--- config.mk ---
export PLATFORM = sky130hd
export DESIGN_NAME = cache_requester
export DESIGN_NICKNAME = d
export VERILOG_FILES = /design/src/rtl/cache_requester.sv
export SDC_FILE = /design/constraint.sdc
export NUM_CORES = 1
export LEC_CHECK = 0
export ABC_AREA = 1
export BUFFER_PORTS_ARGS = -buffer_cell sky130_fd_sc_hd__buf_2
export CAP_MARGIN = 0
export CELL_PAD_IN_SITES_DETAIL_PLACEMENT = 1
export CELL_PAD_IN_SITES_GLOBAL_PLACEMENT = 2
export CORE_AREA = 5 5 146 148
export CTS_CLUSTER_SIZE = 30
export DETAILED_ROUTE_END_ITERATION = 7
export DIE_AREA = 0 0 151 153
export PLACE_DENSITY_LB_ADDON = 0.15
export SYNTH_ARGS = -nofsm -noshare
export SYNTH_HDL_FRONTEND = slang
export SYNTH_SLANG_ARGS = --single-unit
--- constraint.sdc ---
create_clock -name clk -period 2.9 [get_ports clk]
set_clock_uncertainty 0.05 [all_clocks]
set_input_delay 0 -clock clk [delete_from_list [all_inputs] [get_ports clk]]
set_output_delay 0 -clock clk [all_outputs]
set_load 0.005 [all_outputs]
--- src/rtl/cache_requester.sv ---
// cache_requester: initiator side of the row-cache request interface.
// Queues row read / row write / sync requests in a small FIFO and replays them
// onto the RD/WR/sync/RowId interface with a minimum drive time, a fixed idle
// bubble between requests and hold back-pressure. Each completed request
// returns the cache slot (cRowId) sampled on its completion edge.
module cache_requester #(
  parameter int CHWIDTH   = 5,
  parameter int ADDRWIDTH = 17,
  parameter int DEPTH     = 4,
  parameter int MIN_CYC   = 3,
  parameter int GAP_CYC   = 1,
  parameter int TIMEOUT   = 64
) (
  input  logic                 clk,
  input  logic                 rst,
  input  logic                 req_valid,
  output logic                 req_ready,
  input  logic                 req_wr,
  input  logic                 req_sync,
  input  logic [ADDRWIDTH-1:0] req_row,
  output logic                 RD,
  output logic                 WR,
  output logic [ADDRWIDTH-1:0] RowId,
  output logic                 sync,
  input  logic                 hold,
  input  logic [CHWIDTH-1:0]   cRowId,
  output logic                 rsp_valid,
  output logic [CHWIDTH-1:0]   rsp_crow,
  output logic [ADDRWIDTH-1:0] rsp_row,
  output logic [1:0]           rsp_kind,
  output logic                 busy,
  output logic                 timeout_err
);

  localparam int AW = (DEPTH > 1) ? $clog2(DEPTH) : 1;
  localparam int EW = ADDRWIDTH + 2;
  localparam int CW = $clog2(MIN_CYC + 1);
  localparam int GW = $clog2(GAP_CYC + 1);
  localparam int HW = $clog2(TIMEOUT + 1);

  localparam logic [AW:0]   FULL_CNT = (AW+1)'(DEPTH);
  localparam logic [CW-1:0] MIN_C    = CW'(MIN_CYC);
  localparam logic [GW-1:0] GAP_C    = GW'(GAP_CYC);
  localparam logic [HW-1:0] TO_C     = HW'(TIMEOUT);

  typedef enum logic [1:0] {S_IDLE, S_ISSUE, S_GAP} state_t;

  // ---------------------------------------------------------------------------
  // Request FIFO. Entry = {sync, wr, row}; sync entries carry wr = 0, row = 0
  // so the issue path can copy the head straight onto the interface.
  // ---------------------------------------------------------------------------
  logic [EW-1:0] mem_q [DEPTH];
  logic [AW-1:0] wptr_q, rptr_q;
  logic [AW:0]   count_q;
  logic          empty, full, push, pop;
  logic [EW-1:0] head;
  logic          h_sync, h_wr;
  logic [ADDRWIDTH-1:0] h_row;

  assign empty     = (count_q == '0);
  assign full      = (count_q == FULL_CNT);
  assign req_ready = ~full;
  assign push      = req_valid & ~full;
  assign head      = mem_q[rptr_q];
  assign h_sync    = head[EW-1];
  assign h_wr      = head[EW-2];
  assign h_row     = head[ADDRWIDTH-1:0];

  // FIFO storage write; payload is not reset, only the pointers are
  always_ff @(posedge clk) begin
    if (push) mem_q[wptr_q] <= {req_sync, req_wr & ~req_sync,
                                req_sync ? {ADDRWIDTH{1'b0}} : req_row};
  end

  // FIFO pointers and occupancy
  always_ff @(posedge clk or posedge rst) begin
    if (rst) begin
      wptr_q  <= '0;
      rptr_q  <= '0;
      count_q <= '0;
    end else begin
      if (push) wptr_q <= wptr_q + 1'b1;
      if (pop)  rptr_q <= rptr_q + 1'b1;
      case ({push, pop})
        2'b10:   count_q <= count_q + 1'b1;
        2'b01:   count_q <= count_q - 1'b1;
        default: count_q <= count_q;
      endcase
    end
  end

  // ---------------------------------------------------------------------------
  // Issue FSM
  // ---------------------------------------------------------------------------
  state_t state_q, state_d;
  logic   load, done;

  logic                 rd_q, rd_d, wr_q, wr_d, sync_q, sync_d;
  logic [ADDRWIDTH-1:0] rowid_q, rowid_d;
  logic [CW-1:0]        cnt_q, cnt_d;
  logic [GW-1:0]        gcnt_q, gcnt_d;
  logic [HW-1:0]        hcnt_q, hcnt_d;
  logic                 err_q, err_d;
  logic                 rsp_valid_q, rsp_valid_d;
  logic [CHWIDTH-1:0]   rsp_crow_q, rsp_crow_d;
  logic [ADDRWIDTH-1:0] rsp_row_q, rsp_row_d;
  logic [1:0]           rsp_kind_q, rsp_kind_d;

  assign pop = load;

  // State register
  always_ff @(posedge clk or posedge rst) begin
    if (rst) state_q <= S_IDLE;
    else     state_q <= state_d;
  end

  // Next-state: decide when to load the FIFO head and when a request completes
  always_comb begin
    state_d = state_q;
    load    = 1'b0;
    done    = 1'b0;
    case (state_q)
      S_IDLE: begin
        if (!empty) begin
          load    = 1'b1;
          state_d = S_ISSUE;
        end
      end
      S_ISSUE: begin
        if ((cnt_q >= MIN_C) && !hold) begin
          done    = 1'b1;
          state_d = S_GAP;
        end
      end
      S_GAP: begin
        if (gcnt_q >= GAP_C) begin
          if (!empty) begin
            load    = 1'b1;
            state_d = S_ISSUE;
          end else begin
            state_d = S_IDLE;
          end
        end
      end
      default: state_d = S_IDLE;
    endcase
  end

  // Output / counter next values; every interface output is registered below
  always_comb begin
    rd_d        = rd_q;
    wr_d        = wr_q;
    sync_d      = sync_q;
    rowid_d     = rowid_q;
    cnt_d       = cnt_q;
    gcnt_d      = gcnt_q;
    rsp_valid_d = 1'b0;
    rsp_crow_d  = rsp_crow_q;
    rsp_row_d   = rsp_row_q;
    rsp_kind_d  = rsp_kind_q;
    if (load) begin
      rd_d    = ~h_sync & ~h_wr;
      wr_d    = h_wr;
      sync_d  = h_sync;
      rowid_d = h_row;
      cnt_d   = CW'(1);
    end else if (done) begin
      rd_d        = 1'b0;
      wr_d        = 1'b0;
      sync_d      = 1'b0;
      rowid_d     = '0;
      rsp_valid_d = 1'b1;
      rsp_crow_d  = cRowId;
      rsp_row_d   = rowid_q;
      rsp_kind_d  = {sync_q, wr_q};
      gcnt_d      = GW'(1);
    end else if (state_q == S_ISSUE) begin
      if (cnt_q < MIN_C) cnt_d = cnt_q + 1'b1;
    end else if (state_q == S_GAP) begin
      if (gcnt_q < GAP_C) gcnt_d = gcnt_q + 1'b1;
    end

    // Consecutive stalled issue cycles; the flag is sticky until reset
    if ((state_q == S_ISSUE) && hold)
      hcnt_d = (hcnt_q == TO_C) ? hcnt_q : hcnt_q + 1'b1;
    else
      hcnt_d = '0;
    err_d = err_q | (hcnt_d == TO_C);
  end

  // Registered outputs and counters; reset drops any in-flight request
  always_ff @(posedge clk or posedge rst) begin
    if (rst) begin
      rd_q        <= 1'b0;
      wr_q        <= 1'b0;
      sync_q      <= 1'b0;
      rowid_q     <= '0;
      cnt_q       <= '0;
      gcnt_q      <= '0;
      hcnt_q      <= '0;
      err_q       <= 1'b0;
      rsp_valid_q <= 1'b0;
      rsp_crow_q  <= '0;
      rsp_row_q   <= '0;
      rsp_kind_q  <= '0;
    end else begin
      rd_q        <= rd_d;
      wr_q        <= wr_d;
      sync_q      <= sync_d;
      rowid_q     <= rowid_d;
      cnt_q       <= cnt_d;
      gcnt_q      <= gcnt_d;
      hcnt_q      <= hcnt_d;
      err_q       <= err_d;
      rsp_valid_q <= rsp_valid_d;
      rsp_crow_q  <= rsp_crow_d;
      rsp_row_q   <= rsp_row_d;
      rsp_kind_q  <= rsp_kind_d;
    end
  end

  assign RD          = rd_q;
  assign WR          = wr_q;
  assign sync        = sync_q;
  assign RowId       = rowid_q;
  assign rsp_valid   = rsp_valid_q;
  assign rsp_crow    = rsp_crow_q;
  assign rsp_row     = rsp_row_q;
  assign rsp_kind    = rsp_kind_q;
  assign timeout_err = err_q;
  assign busy        = (state_q != S_IDLE) | ~empty;

endmodule

After elaboration in Yosys (flattened, before gate mapping)
Memory sizes are Yosys's and may differ from the RTL's.
Cells that the tools add are included.
{"block": "op_classes", "multipliers": 0, "add_sub_neg": 7, "div_mod_pow": 0, "eq_ne": 12, "order_cmp": 4, "reduce_logical": 16, "n_mux": 32, "bitwise": 11, "n_shift": 0}
{"cell": "2-to-1 mux 17 bit", "count": 3}
{"cell": "2-to-1 mux 1 bit", "count": 17}
{"cell": "equality test 7 bit, second input constant", "count": 2}
{"cell": "2-to-1 mux 2 bit", "count": 7}
{"cell": "2-to-1 mux 7 bit", "count": 2}
{"cell": "nonzero test 2 bit", "count": 7}
{"cell": "inequality test 2 bit, second input constant", "count": 5}
{"cell": "adder 7 x 1 -> 7 bit, second input constant", "count": 1}
{"cell": "adder 2 x 1 -> 2 bit, second input constant", "count": 3}
{"cell": "NOT 1 bit", "count": 6}
{"cell": "one-hot mux 2 bit (3 select lines)", "count": 1}
{"cell": "one-hot mux 3 bit (2 select lines)", "count": 1}
{"cell": "AND reduction 3 bit", "count": 2}
{"cell": "equality test 2 x 1 -> 1 bit, second input constant", "count": 2}
{"cell": "equality test 2 bit, second input constant", "count": 2}
{"cell": "AND reduction 4 bit", "count": 1}
{"cell": "adder 3 x 1 -> 3 bit, second input constant", "count": 1}
{"cell": "bitwise AND 1 bit", "count": 3}
{"cell": "equality test 3 bit, second input constant", "count": 1}
{"cell": "logical NOT 3 bit", "count": 1}
{"cell": "subtractor 3 x 1 -> 3 bit, second input constant", "count": 1}
{"cell": "greater-or-equal comparator 2 bit, second input constant", "count": 1}
{"cell": "logical AND 1 bit", "count": 2}
{"cell": "logical NOT 2 bit", "count": 1}
{"cell": "other kinds (8)", "count": 9}
{"block": "totals", "regBits": 65, "out_inout_bits": 48, "wordCells": 99, "ramBits": 76, "latch_bits": 0, "mem_bits_ro": 0, "memories": 1}
{"memory": "mem_q", "depth": 4, "word_bits": 19, "rd": 1, "rd_ports_with_merged_regs": 0, "wr": 1, "line_no": "52", "rtl": "logic [EW-1:0] mem_q [DEPTH];"}

Depth between registers and ports, before layout
{"block": "depth", "word_depth": 6, "depth_mapped": 11, "mapped_depth_nobuf": 11}

Worst setup path before layout
OpenSTA, ideal clock, no wires.
{"block": "synth_timing", "path_kind": "register to register", "from": "register count_q[0]", "to": "memory mem_q[0][0] (netlist name) (enable)", "synth_period_minus_slack_ns": 2.052, "setup_slack_ns": 0.848, "stages_incl_launch_ff": 5, "t_required_ns": 2.455, "arrival_ns": 1.607, "cell_sequence": "dfrtp_1 nor2_1 nand2_1 nand2_1 nor2_1"}
{"block": "synth_via", "elab_chain_cells": 5}
{"element": "start: declaration", "line_no": "54", "rtl": "logic [AW:0] count_q;"}
{"element": "start signal: assignment", "line_no": "85", "rtl": "2'b10: count_q <= count_q + 1'b1;"}
{"element": "start signal: assignment", "line_no": "86", "rtl": "2'b01: count_q <= count_q - 1'b1;"}
{"element": "start signal: assignment", "line_no": "87", "rtl": "default: count_q <= count_q;"}
{"element": "equality test 3 bit", "line_no": "61", "rtl": "assign full = (count_q == FULL_CNT);"}
{"element": "NOT 1 bit"}
{"element": "named net req_ready", "line_no": "17", "rtl": "output logic req_ready,"}
{"element": "bitwise AND 1 bit", "line_no": "63", "rtl": "assign push = req_valid & ~full;"}
{"element": "2-to-1 mux 1 bit", "line_no": "71", "rtl": "if (push) mem_q[wptr_q] <= {req_sync, req_wr & ~req_sync,"}
{"element": "2-to-1 mux 1 bit", "line_no": "72", "rtl": "req_sync ? {ADDRWIDTH{1'b0}} : req_row};"}
{"element": "end: declaration", "line_no": "52"}
The timed path passes the listed nets, and every way through them passes these cells.

Worst setup path in the final report
{"block": "layout_timing", "from": "register state_q[0]", "to": "register count_q[1]"}
{"block": "layout_via", "elab_chain_cells": 4, "elab_cells_between_ends": 7, "cone_classes": "3 x eq/ne; 2 x mux; 2 x reduce/logical"}
{"element": "start: declaration", "line_no": "95", "rtl": "state_t state_q, state_d;"}
{"element": "start signal: assignment", "line_no": "114", "rtl": "else state_q <= state_d;"}
{"element": "equality test 2 bit or logical NOT 2 bit (tied branches)", "line_no": "122", "rtl": "case (state_q)"}
{"element": "one-hot mux 1 bit (2 select lines) *", "line_no": "122"}
{"element": "equality test 2 x 1 -> 1 bit or equality test 2 bit (tied branches)", "line_no": "84", "rtl": "case ({push, pop})"}
{"element": "one-hot mux 3 bit (2 select lines) or nonzero test 2 bit (tied branches)"}
Mark *: on every way between the ends. The rest lies on a longest branch, timed or not.
A chain may end at the register's enable or synchronous reset.

==> metrics.log <==
[metrics] H-tree depth: 4
[metrics] type of element launching the critical path: flip-flop
[metrics] worst vdd rail ir drop: 0.000524 V
[metrics] number of primary I/O pins: 76
[metrics] highest fanout seen on the critical path: 23
[metrics] critical path depth in cells: 6
[metrics] maximum number of pins on one net before global-route repair: 40
[metrics] clock slew at reported path FFs: 0.06 ns
[metrics] most common library cell in the layout ignoring fill and taps: sky130_fd_sc_hd__nand2_1
[metrics] Placed Cells incl. Taps: 864
[metrics] Syn Inst Count: 529
[metrics] number of sinks driven by the clock tree: 141
[metrics] final setup vio count: 0
[metrics] fraction of registers with async set/reset: 46.1%
[metrics] Critical R2R Launch: state_q[0]
[metrics] crit end category: flip-flop
[metrics] startpoint of the lowest-slack hold path: req_sync
[metrics] final critical delay including setup and external delays: 2.17 ns
[metrics] post-synth top area cell: sky130_fd_sc_hd__edfxtp_1
[metrics] HPWL after detailed placement: 9.48 mm
[metrics] setup repair bufs after CTS: 0
[metrics] final layout net count: 676
[metrics] Worst-Margin Slew: 0.803 ns
[metrics] sequence of cells on the critical path: inv_1, o21ai_2, nor2_4, ha_1, fa_1, mux2_2
[metrics] relative slew slack: 46.4%
[metrics] share of Yosys cell area claimed by the top area cell type: 39.3%
[metrics] number of detailed-route iterations in the first pass: 4
[metrics] post-route antenna net violation count: 0
[metrics] share of cells above drive strength 1: 22.2%
[metrics] Internal Power: 4.64 mW
[metrics] wire length of the first global-routing pass: 23.0 mm
[metrics] data required time of the critical path: 3.15 ns
[metrics] fraction of the mapped netlist area in adder cells: 2.07%
[metrics] detailed-route wire length per cell: 15.3 um
[metrics] CTS max path bufs: 2
[metrics] via count: 3966
[metrics] cell family with the largest share of critical-path delay: adder cells
[metrics] TritonCTS clock tree: built
[metrics] post-synthesis compound-gate area fraction: 10.2%
[metrics] sequential element share of the synthesized area: 67.3%
[metrics] most area-consuming cells after synthesis: sky130_fd_sc_hd__edfxtp_1 39%, sky130_fd_sc_hd__dfrtp_1 28%, sky130_fd_sc_hd__nand2_1 5.4%
[metrics] hold path depth: 1
[metrics] Leakage Power: 3.20 nW
[metrics] Crit path buffers/inverters: 1
[metrics] overall routed net length: 14.1 mm
[metrics] EDFF count, synth: 76
[metrics] maximum achievable frequency: 0.460 GHz
[metrics] max-cap violation count: 0
[metrics] max-slew violation count: 0
[metrics] dominant synthesized flop cell: sky130_fd_sc_hd__edfxtp_1
[metrics] #FFs+latches synth: 141
[metrics] Site Rows: 52
[metrics] vias in the first global route: 4302
[metrics] CP startpoint: state_q[0]
[metrics] worst-case reg-to-reg path depth: 6
[metrics] share of power burned in the clock network: 26.7%
[metrics] starting density of the core: 29.2%
[metrics] Sw Ratio: 35.6%
[metrics] GRT Util Overall: 12.8%
[metrics] die extent in x: 151 um
[metrics] data arrival time of the critical path: 2.42 ns
[metrics] Iteration-0 DRC Markers: 156
[metrics] sequential fraction of design power: 41.7%
[metrics] Synth warnings: 0
[metrics] category of the most critical setup path: reg -> reg
[metrics] P per Cell Area: 992 nW/um^2
[metrics] run status: completed
[metrics] count of placed standard cells in the final layout, fillers left out: 922
[metrics] root buffer selected by CTS: sky130_fd_sc_hd__clkbuf_16
[metrics] Remaining Overflow, GRT: 0
[metrics] slowest CP cell: sky130_fd_sc_hd__nor2_4
[metrics] Avg Inst Size Synth: 11.0 um^2
[metrics] Final Wtd Congestion: 0.722
[metrics] synth unique cells: 32
[metrics] initial antenna violation count: 0
[metrics] proportion of power drawn by combinational gates: 31.6%
[metrics] setup repair after global routing missed its margin: no
[metrics] vias per cell: 4.30
[metrics] area of the placeable core: 19900 um^2
[metrics] fill cell total of the finished layout: 2224
[metrics] insertion delay to the later sink of the worst-skew pair: 0.41 ns
[metrics] Syn Nets: 566
[metrics] top library cells by usage in the layout, fill and taps aside: 83 x sky130_fd_sc_hd__nand2_1, 76 x sky130_fd_sc_hd__edfxtp_1, 75 x sky130_fd_sc_hd__buf_2
[metrics] Switch Pwr: 2.57 mW
[metrics] xor/xnor cell area share of the yosys netlist: 0.603%
[metrics] netlist area before placement: 5810 um^2
[metrics] portion of netlist area occupied by mux cells: 0.194%
[metrics] crit-path max cell delay: 0.44 ns
[metrics] fin crit share: 74.9%
[metrics] Core Util, Final: 36.5%
[metrics] kind of path behind the tightest hold check: in -> reg
[metrics] DIE AREA: 23100 um^2
[metrics] Area Growth Syn to Fin: 25.0%
[metrics] count of input and output buffers: 75
[metrics] largest family of logic cells by synthesized area: simple AND/OR/NAND/NOR gates
[metrics] Setup Total Neg Slack: 0 ns
[metrics] cts bufs inserted: 17
[metrics] antenna diode count: 0
[metrics] total DRC errors in the routed layout: 0
[metrics] die height: 153 um
[metrics] fraction of the mapped netlist area in simple logic gates: 12.8%
[metrics] final hold violations: 0
-- per-stage QoR --
stage / worst slack [ns] / power [mW] / hold WS (ns) / instance area [um^2]
final: 0.727 / 7.21 / 0.0421 / 7260
after global routing: 0.564 / 7.77 / 0.0441 / 7260
after CTS: 0.689 / 7.38 / 0.0369 / 7260
after detailed placement: 0.699 / 5.39 / 0.150 / 6480
after global placement: 0.747 / 5.29 / 0.145 / 6480
after floorplan: 0.848 / 4.47 / 0.0489 / 5810
-- per-layer routing --
metal	routed length [um]	global-route usage (%)	share of wire (%)	vias to the layer above
li1	-	-	-	1971
met1	6520	16.6	46	1912
met2	6860	21.1	49	66
met3	462	3.05	3.3	17
met4	237	4.58	1.7	0
met5	0	0	0	-
-- cells by family after synthesis --
| group | Yosys count |
|---|---|
| AND/OR/NAND/NOR | 179 |
| adder cells (fa/ha/maj) | 9 |
| multiplexers | 1 |
| XOR/XNOR | 4 |
| buffers and inverters | 92 |
| flip-flops | 141 |
| AO/OA/AOI/OAI | 103 |
-- final timing paths --
check                          endpoint  slack, ns
min in group asynchronous   rsp_crow[1]       0.24
min reg2reg                 timeout_err       0.41
max reg2reg                  count_q[1]       0.73
max in group asynchronous     wptr_q[1]       1.76
min                        mem_q[0][18]       0.04
max                          count_q[1]       0.73
-- power groups by stage --
| stage | Sequential [mW] | Combinational [mW] | Clock, mW |
|---|---|---|---|
| 2_1_floorplan | 3.02 | 1.45 | 0 |
| 3_3_place_gp | 3.04 | 2.26 | 0 |
| 3_5_place_dp | 3.05 | 2.33 | 0 |
| 4_1_cts | 3.02 | 2.37 | 1.99 |
| 5_1_grt | 3.08 | 2.61 | 2.08 |
| 6_report | 3.01 | 2.28 | 1.92 |
-- synthesized netlist by cell type, types with 3 or more instances --
master                     number
sky130_fd_sc_hd__inv_2          5
sky130_fd_sc_hd__buf_4          3
sky130_fd_sc_hd__buf_2          7
sky130_fd_sc_hd__inv_1         65
sky130_fd_sc_hd__clkbuf_1       6
sky130_fd_sc_hd__nand2_1       83
sky130_fd_sc_hd__edfxtp_1      76
sky130_fd_sc_hd__o21ai_0       51
sky130_fd_sc_hd__a21oi_1        3
sky130_fd_sc_hd__dfrtp_1       65
sky130_fd_sc_hd__nor2_2         3
sky130_fd_sc_hd__o21ai_1       17
sky130_fd_sc_hd__buf_6          4
sky130_fd_sc_hd__nor2_1        70
sky130_fd_sc_hd__o21ai_2       13
sky130_fd_sc_hd__nand3_1       15
sky130_fd_sc_hd__ha_1           8
sky130_fd_sc_hd__o22ai_1       18
-- flip-flops by register name (all words and copies together), names as in the netlist --
name,count
mem_q,76
RowId,17
rsp_row,17
hcnt_q,7
rsp_crow,5
count_q,3
cnt_q,2
rptr_q,2
rsp_kind,2
state_q,2
wptr_q,2
RD,1
WR,1
gcnt_q,1
rsp_valid,1
sync,1
timeout_err,1
-- layout make-up --
type	count	area, um^2	share of cell area [%]
multi-input cells	296	1500	20.7
clock inverters	13	93.8	1.29
well taps	270	338	4.65
flip-flops and latches	141	3910	53.8
inverters	71	269	3.70
clock buffers	19	433	5.96
repair buffers	112	718	9.89
-- timing repair --
item | in CTS | in global routing
hold buffers | 26 | 0
setup endpoints to repair | 0 | 0
hold endpoints to repair | 115 | 0
gates resized for setup | 0 | 0
No activity file was read; power rests on OpenSTA's default activity.
